[config.mk]
export PLATFORM = sky130hd
export DESIGN_NAME = tick_mem_loader
export DESIGN_NICKNAME = d
export VERILOG_FILES = /design/src/rtl/tick_mem_loader.sv
export SDC_FILE = /design/constraint.sdc
export NUM_CORES = 1
export LEC_CHECK = 0
export ABC_AREA = 1
export BUFFER_PORTS_ARGS = -buffer_cell sky130_fd_sc_hd__buf_4
export CAP_MARGIN = 10
export CELL_PAD_IN_SITES_DETAIL_PLACEMENT = 1
export CELL_PAD_IN_SITES_GLOBAL_PLACEMENT = 2
export CORE_MARGIN = 8
export CORE_UTILIZATION = 28
export DETAILED_ROUTE_END_ITERATION = 12
export PLACE_DENSITY_LB_ADDON = 0.15
export SYNTH_ARGS = -nofsm -noshare
export SYNTH_HDL_FRONTEND = slang
export SYNTH_SLANG_ARGS = --single-unit
[constraint.sdc]
create_clock -name clk_i -period 1.95 [get_ports clk_i]
set_clock_uncertainty 0.15 [all_clocks]
set_input_delay 0.2925 -clock clk_i [delete_from_list [all_inputs] [get_ports clk_i]]
set_output_delay 0.2925 -clock clk_i [all_outputs]
set_load 0.005 [all_outputs]
[src/rtl/tick_mem_loader.sv]
// tick_mem_loader: writer side of the timingCore tick/pixel memory port.
// Accepts a valid/ready stream of {active_pixel, dt_ticks} words and writes them
// line by line into the frame memories. When the frames are full it waits for
// timingCore's update_mem request and answers with a one-cycle mem_updated pulse.
// Optional feature macro: LOADER_CHECKSUM_EN (running 16-bit tick checksum).
module tick_mem_loader #(
  parameter int ADDR_W     = 11,
  parameter int DATA_W     = 17,
  parameter int MAX_FRAMES = 5
) (
  input  logic              clk_i,
  input  logic              rst_i,
  input  logic              start_i,
  input  logic              abort_i,
  input  logic [9:0]        points_per_line_i,
  input  logic [2:0]        number_of_frames_i,
  input  logic              s_valid_i,
  input  logic [DATA_W-1:0] s_data_i,
  output logic              s_ready_o,
  output logic [ADDR_W-1:0] waddr_o,
  output logic [DATA_W-1:0] wdata_o,
  output logic              we_o,
  output logic [2:0]        memory_selector_o,
  input  logic              update_mem_i,
  output logic              mem_updated_o,
  output logic              busy_o,
  output logic              err_o,
  output logic [15:0]       checksum_o
);

  typedef enum logic [1:0] {
    S_IDLE   = 2'd0,
    S_LOAD   = 2'd1,
    S_COMMIT = 2'd2
  } state_t;

  state_t            state_q, state_d;
  logic [9:0]        ppl_q, ppl_d;
  logic [2:0]        nfr_q, nfr_d;
  logic [9:0]        addr_q, addr_d;
  logic [2:0]        frame_q, frame_d;
  logic              we_q, we_d;
  logic [ADDR_W-1:0] waddr_q, waddr_d;
  logic [DATA_W-1:0] wdata_q, wdata_d;
  logic [2:0]        sel_q, sel_d;
  logic              mupd_q, mupd_d;
  logic              err_q, err_d;
  logic              upd_q, upd_d;

  logic accept;
  logic upd_edge;
  logic cfg_bad;
  logic last_in_line;
  logic last_frame;

  // Stream handshake: ready purely from state; abort suppresses the accept.
  assign s_ready_o    = (state_q == S_LOAD);
  assign accept       = s_valid_i & s_ready_o & ~abort_i;
  // Edge detect against the previous level so a request already high on entry is ignored.
  assign upd_edge     = update_mem_i & ~upd_q;
  assign cfg_bad      = (points_per_line_i == 10'd0) || (number_of_frames_i == 3'd0) ||
                        (32'(number_of_frames_i) > MAX_FRAMES);
  assign last_in_line = (addr_q == 10'(ppl_q - 10'd1));
  assign last_frame   = (frame_q == 3'(nfr_q - 3'd1));

`ifdef LOADER_CHECKSUM_EN
  logic [15:0] cksum_q, cksum_d;
  assign checksum_o = cksum_q;
`else
  assign checksum_o = 16'd0;
`endif

  // State and datapath registers, synchronous active-high reset.
  always_ff @(posedge clk_i) begin
    if (rst_i) begin
      state_q <= S_IDLE;
      ppl_q   <= '0;
      nfr_q   <= '0;
      addr_q  <= '0;
      frame_q <= '0;
      we_q    <= 1'b0;
      waddr_q <= '0;
      wdata_q <= '0;
      sel_q   <= '0;
      mupd_q  <= 1'b0;
      err_q   <= 1'b0;
      upd_q   <= 1'b0;
`ifdef LOADER_CHECKSUM_EN
      cksum_q <= '0;
`endif
    end else begin
      state_q <= state_d;
      ppl_q   <= ppl_d;
      nfr_q   <= nfr_d;
      addr_q  <= addr_d;
      frame_q <= frame_d;
      we_q    <= we_d;
      waddr_q <= waddr_d;
      wdata_q <= wdata_d;
      sel_q   <= sel_d;
      mupd_q  <= mupd_d;
      err_q   <= err_d;
      upd_q   <= upd_d;
`ifdef LOADER_CHECKSUM_EN
      cksum_q <= cksum_d;
`endif
    end
  end

  // Next-state logic: abort has priority over start and over stream accepts.
  always_comb begin
    state_d = state_q;
    ppl_d   = ppl_q;
    nfr_d   = nfr_q;
    addr_d  = addr_q;
    frame_d = frame_q;
    we_d    = 1'b0;
    waddr_d = waddr_q;
    wdata_d = wdata_q;
    sel_d   = sel_q;
    mupd_d  = 1'b0;
    err_d   = err_q;
    upd_d   = update_mem_i;
`ifdef LOADER_CHECKSUM_EN
    cksum_d = cksum_q;
`endif
    if (abort_i) begin
      state_d = S_IDLE;
    end else begin
      case (state_q)
        S_IDLE: begin
          if (start_i) begin
            if (cfg_bad) begin
              err_d = 1'b1;
            end else begin
              ppl_d   = points_per_line_i;
              nfr_d   = number_of_frames_i;
              addr_d  = '0;
              frame_d = '0;
              err_d   = 1'b0;
`ifdef LOADER_CHECKSUM_EN
              cksum_d = '0;
`endif
              state_d = S_LOAD;
            end
          end
        end
        S_LOAD: begin
          if (accept) begin
            we_d    = 1'b1;
            waddr_d = ADDR_W'(addr_q);
            wdata_d = s_data_i;
            sel_d   = frame_q;
`ifdef LOADER_CHECKSUM_EN
            cksum_d = cksum_q + s_data_i[15:0];
`endif
            if (last_in_line) begin
              addr_d = '0;
              if (last_frame) state_d = S_COMMIT;
              else            frame_d = frame_q + 3'd1;
            end else begin
              addr_d = addr_q + 10'd1;
            end
          end
        end
        S_COMMIT: begin
          if (upd_edge) begin
            mupd_d  = 1'b1;
            state_d = S_IDLE;
          end
        end
        default: state_d = S_IDLE;
      endcase
    end
  end

  assign waddr_o           = waddr_q;
  assign wdata_o           = wdata_q;
  assign we_o              = we_q;
  assign memory_selector_o = sel_q;
  assign mem_updated_o     = mupd_q;
  assign err_o             = err_q;
  assign busy_o            = (state_q != S_IDLE);

endmodule
==> implementation parameters <==
Parameter                              Value

Run status
  Outcome    complete, no violations

Clock network
  Worst-skew pair later-pin latency    0.34 ns
  Clock net sink count    62
  Total clock buffers created by CTS    9
  Max H-tree Level    3
  TritonCTS clock tree    yes
  Register clock-pin slew on the reported worst setup and hold paths    approximately 0.08 ns
  Longest Clk Path Bufs    2
  Clk Tree Root Cell    clkbuf_8

Timing
  Share of the clock period used by the worst path    94.6%
  Final hold vios    0
  Fin. max-slew vios    0
  F_max    0.542 GHz
  Final setup violation count    0
  Final Critical Period    1.84 ns
  RSZ-0062 raised after global routing    true

GRT
  Pin count of the biggest net entering global routing    45
  Antenna violations before repair    0
  Total global routing track utilization    13.5%
  Vias in the first global route    3280
  Sum of overflow across all layers after global routing    0
  Global-route wire length before repair    15800 um

Run
  Total of max-cap violations    0

Logic synthesis
  Proportion of synthesized flip-flops having asynchronous set or reset    0%
  Library cell with the highest instance count after synthesis    nor2_1
  Post-Syn Instances    421
  Share of the yosys chip area belonging to registers    ~41%
  Top post-synthesis cells by count    86 x nor2_1, 63 x nand2_1, 62 x dfxtp_1
  Post-synthesis average cell area    7.14 um^2
  Leading register cell type out of synthesis    dfxtp_1
  Number of enable-type register cells in the synthesized netlist    0
  Distinct cell type count of the synthesized netlist    30
  Yosys warnings    0
  Post-synthesis register bit count    62
  Largest area contributor in the netlist    dfxtp_1
  Largest cells by area after synthesis    dfxtp_1 41%, nor2_1 11%, nand2_1 7.9%
  Fraction of post-synthesis cell area in the top cell type by area    41.3%
  Total standard cell area after synthesis    between 3000 and 4000 um^2

Placed design
  Global placement routability congestion    0.754
  Area after detailed placement    3840 um^2
  DP Wirelength    7160 um
  Buffers added on ports    70

Worst setup path
  Maximum fanout encountered on the critical timing path    6
  Worst Setup Path Type    reg2reg
  Reg-to-Reg Start    ppl_q[1]
  R2R cell count    14
  Nature of the critical path endpoint    flop
  Data arrival time at the worst-slack endpoint    1.93 ns
  Worst endpoint required time    2.03 ns
  Kind of start point of the critical path    flop
  Worst reg2reg setup slack    0.11 ns
  Reg-to-reg critical path endpoint    state_q[0]

Layout
  Core utilization of the finished layout    between 30% and 40%
  Count of filler cells inserted in the layout    1343
  Final Net Count    approximately 560
  Area grow syn2layout    41.3%
  Total inserted antenna cells    0
  Fraction of final layout cells sized beyond drive strength 1    between 30% and 40%
  Finished layout cell area    4240 um^2

Floorplanning
  Area of the core region    10700 um^2
  Starting density of the core    28.2%
  Height of the die    120 um
  Cell Rows    38
  I/O pin total    88
  Overall die area    ~14000 um^2
  Overall die width    120 um

Drt
  Avg Vias per Cell    ~4.4
  Avg WL per Cell    14.1 um
  Count of nets left with antenna violations after detail routing    0
  Initial DRC count    71
  Initial DRT Pass Iterations    4
  Via count    2953
  Final wirelength    approximately 9400 um
  Remaining routing DRC violations    0

Hold path
  Start point of the worst min-delay path    s_data_i[11]
  Hold-critical path depth    3
  Worst hold path class    in2reg
  Hold EP    wdata_o[11]

Power
  Power Density    765 nW/um^2
  Maximum resistive drop on vdd    0.275 mV
  Sum of internal, switching and leakage power    3.25 mW
  Leakage dissipation    1.97 nW
kinds of logic after synthesis:
family	Yosys count	share of synthesized area (%)
other cells	1	0.125
fa+ha+maj	4	1.67
flops	62	41.3
xor+xnor	15	4.37
compound gates	75	13.0
simple gates	195	28.3
buf+inv	69	11.2
state kept, by name, summed over array words and instances (netlist names), 2 cells and up:
signal and cells:
ppl_q 10, memory_selector_o 3, frame_q 3, state_q 2, wdata_o 17, addr_q 10, waddr_o 10, nfr_q 3
layout by cell type, fill, tap and decap left out, drive strengths merged, types with 8 or more instances in the layout:
cell	n
xnor2	8
conb	17
nor3	9
a21oi	29
inv	36
nor2	88
nand3	24
nand2	67
buf	103
o21ai	43
clkbuf	11
dfxtp	62
cell type report:
class / instances / area, um^2 / share of cell area, %
clock inverters: 5 / 81.3 / 1.92
repair buffers: 103 / 811 / 19.1
flip-flops and latches: 62 / 1250 / 29.4
inverters: 37 / 145 / 3.42
multi-input cells: 306 / 1630 / 38.5
clock buffers: 11 / 151 / 3.57
well taps: 140 / 175 / 4.13
critical path: stages, from the launching register on:
cell,delay [ns]
dfxtp_1,0.31
inv_2,0.10
ha_4,0.20
nand2_4,0.07
nor2_1,0.09
nand2_1,0.05
nand2_1,0.07
nand3_2,0.07
nor2_2,0.12
nand3_2,0.10
nand2_4,0.15
buf_12,0.12
nand3_1,0.06
nand2_1,0.06
inv_1,0.03
through the flow:
| step | hold WS, ns | cells | setup TNS, ns | setup WS (ns) |
|---|---|---|---|---|
| global placement | 0.250 | 647 | -0.654 | -0.0804 |
| floorplan | 0.240 | 437 | 0 | 0.143 |
| detailed placement | 0.256 | 647 | -1.11 | -0.119 |
| CTS | 0.0104 | 663 | 0 | 0.00629 |
| finish | 0.0237 | 664 | 0 | 0.105 |
| global route | 0.0309 | 664 | -0.110 | -0.0612 |
how the worst max path moves through the flow:
stage	from	end	slack (ns)	depth (start not counted)
after floorplan	ppl_q[0]	addr_q[6]	0.14	10
after global placement	ppl_q[0]	addr_q[7]	-0.08	12
after detailed placement	ppl_q[0]	addr_q[7]	-0.12	13
after global routing	ppl_q[1]	state_q[0]	-0.06	14
final	ppl_q[1]	state_q[0]	0.11	14
after CTS	ppl_q[1]	frame_q[0]	0.006	11
layer usage:
layer	wire, um	vias to the layer above	global-route usage, %
met2	4820	48	24.1
met4	82	0	4.45
met1	4090	1388	15.3
li1	-	1510	-
met5	0	-	0
met3	393	7	3.29
where the power goes:
group / total, mW / internal (mW) / switching, mW
Combinational: 0.574 / 0.271 / 0.302
Clock: 1.33 / 0.790 / 0.539
Sequential: 1.35 / 1.31 / 0.0352
repair_timing:
action,4_1_cts,5_1_grt
hold endpoints to repair,0,0
hold buffers,0,0
gates cloned,0,0
setup endpoints to repair,13,20
buffers inserted,0,1
pin swaps,1,9
gates resized for setup,9,37
Note: power is estimated with default switching activity, not from simulation.
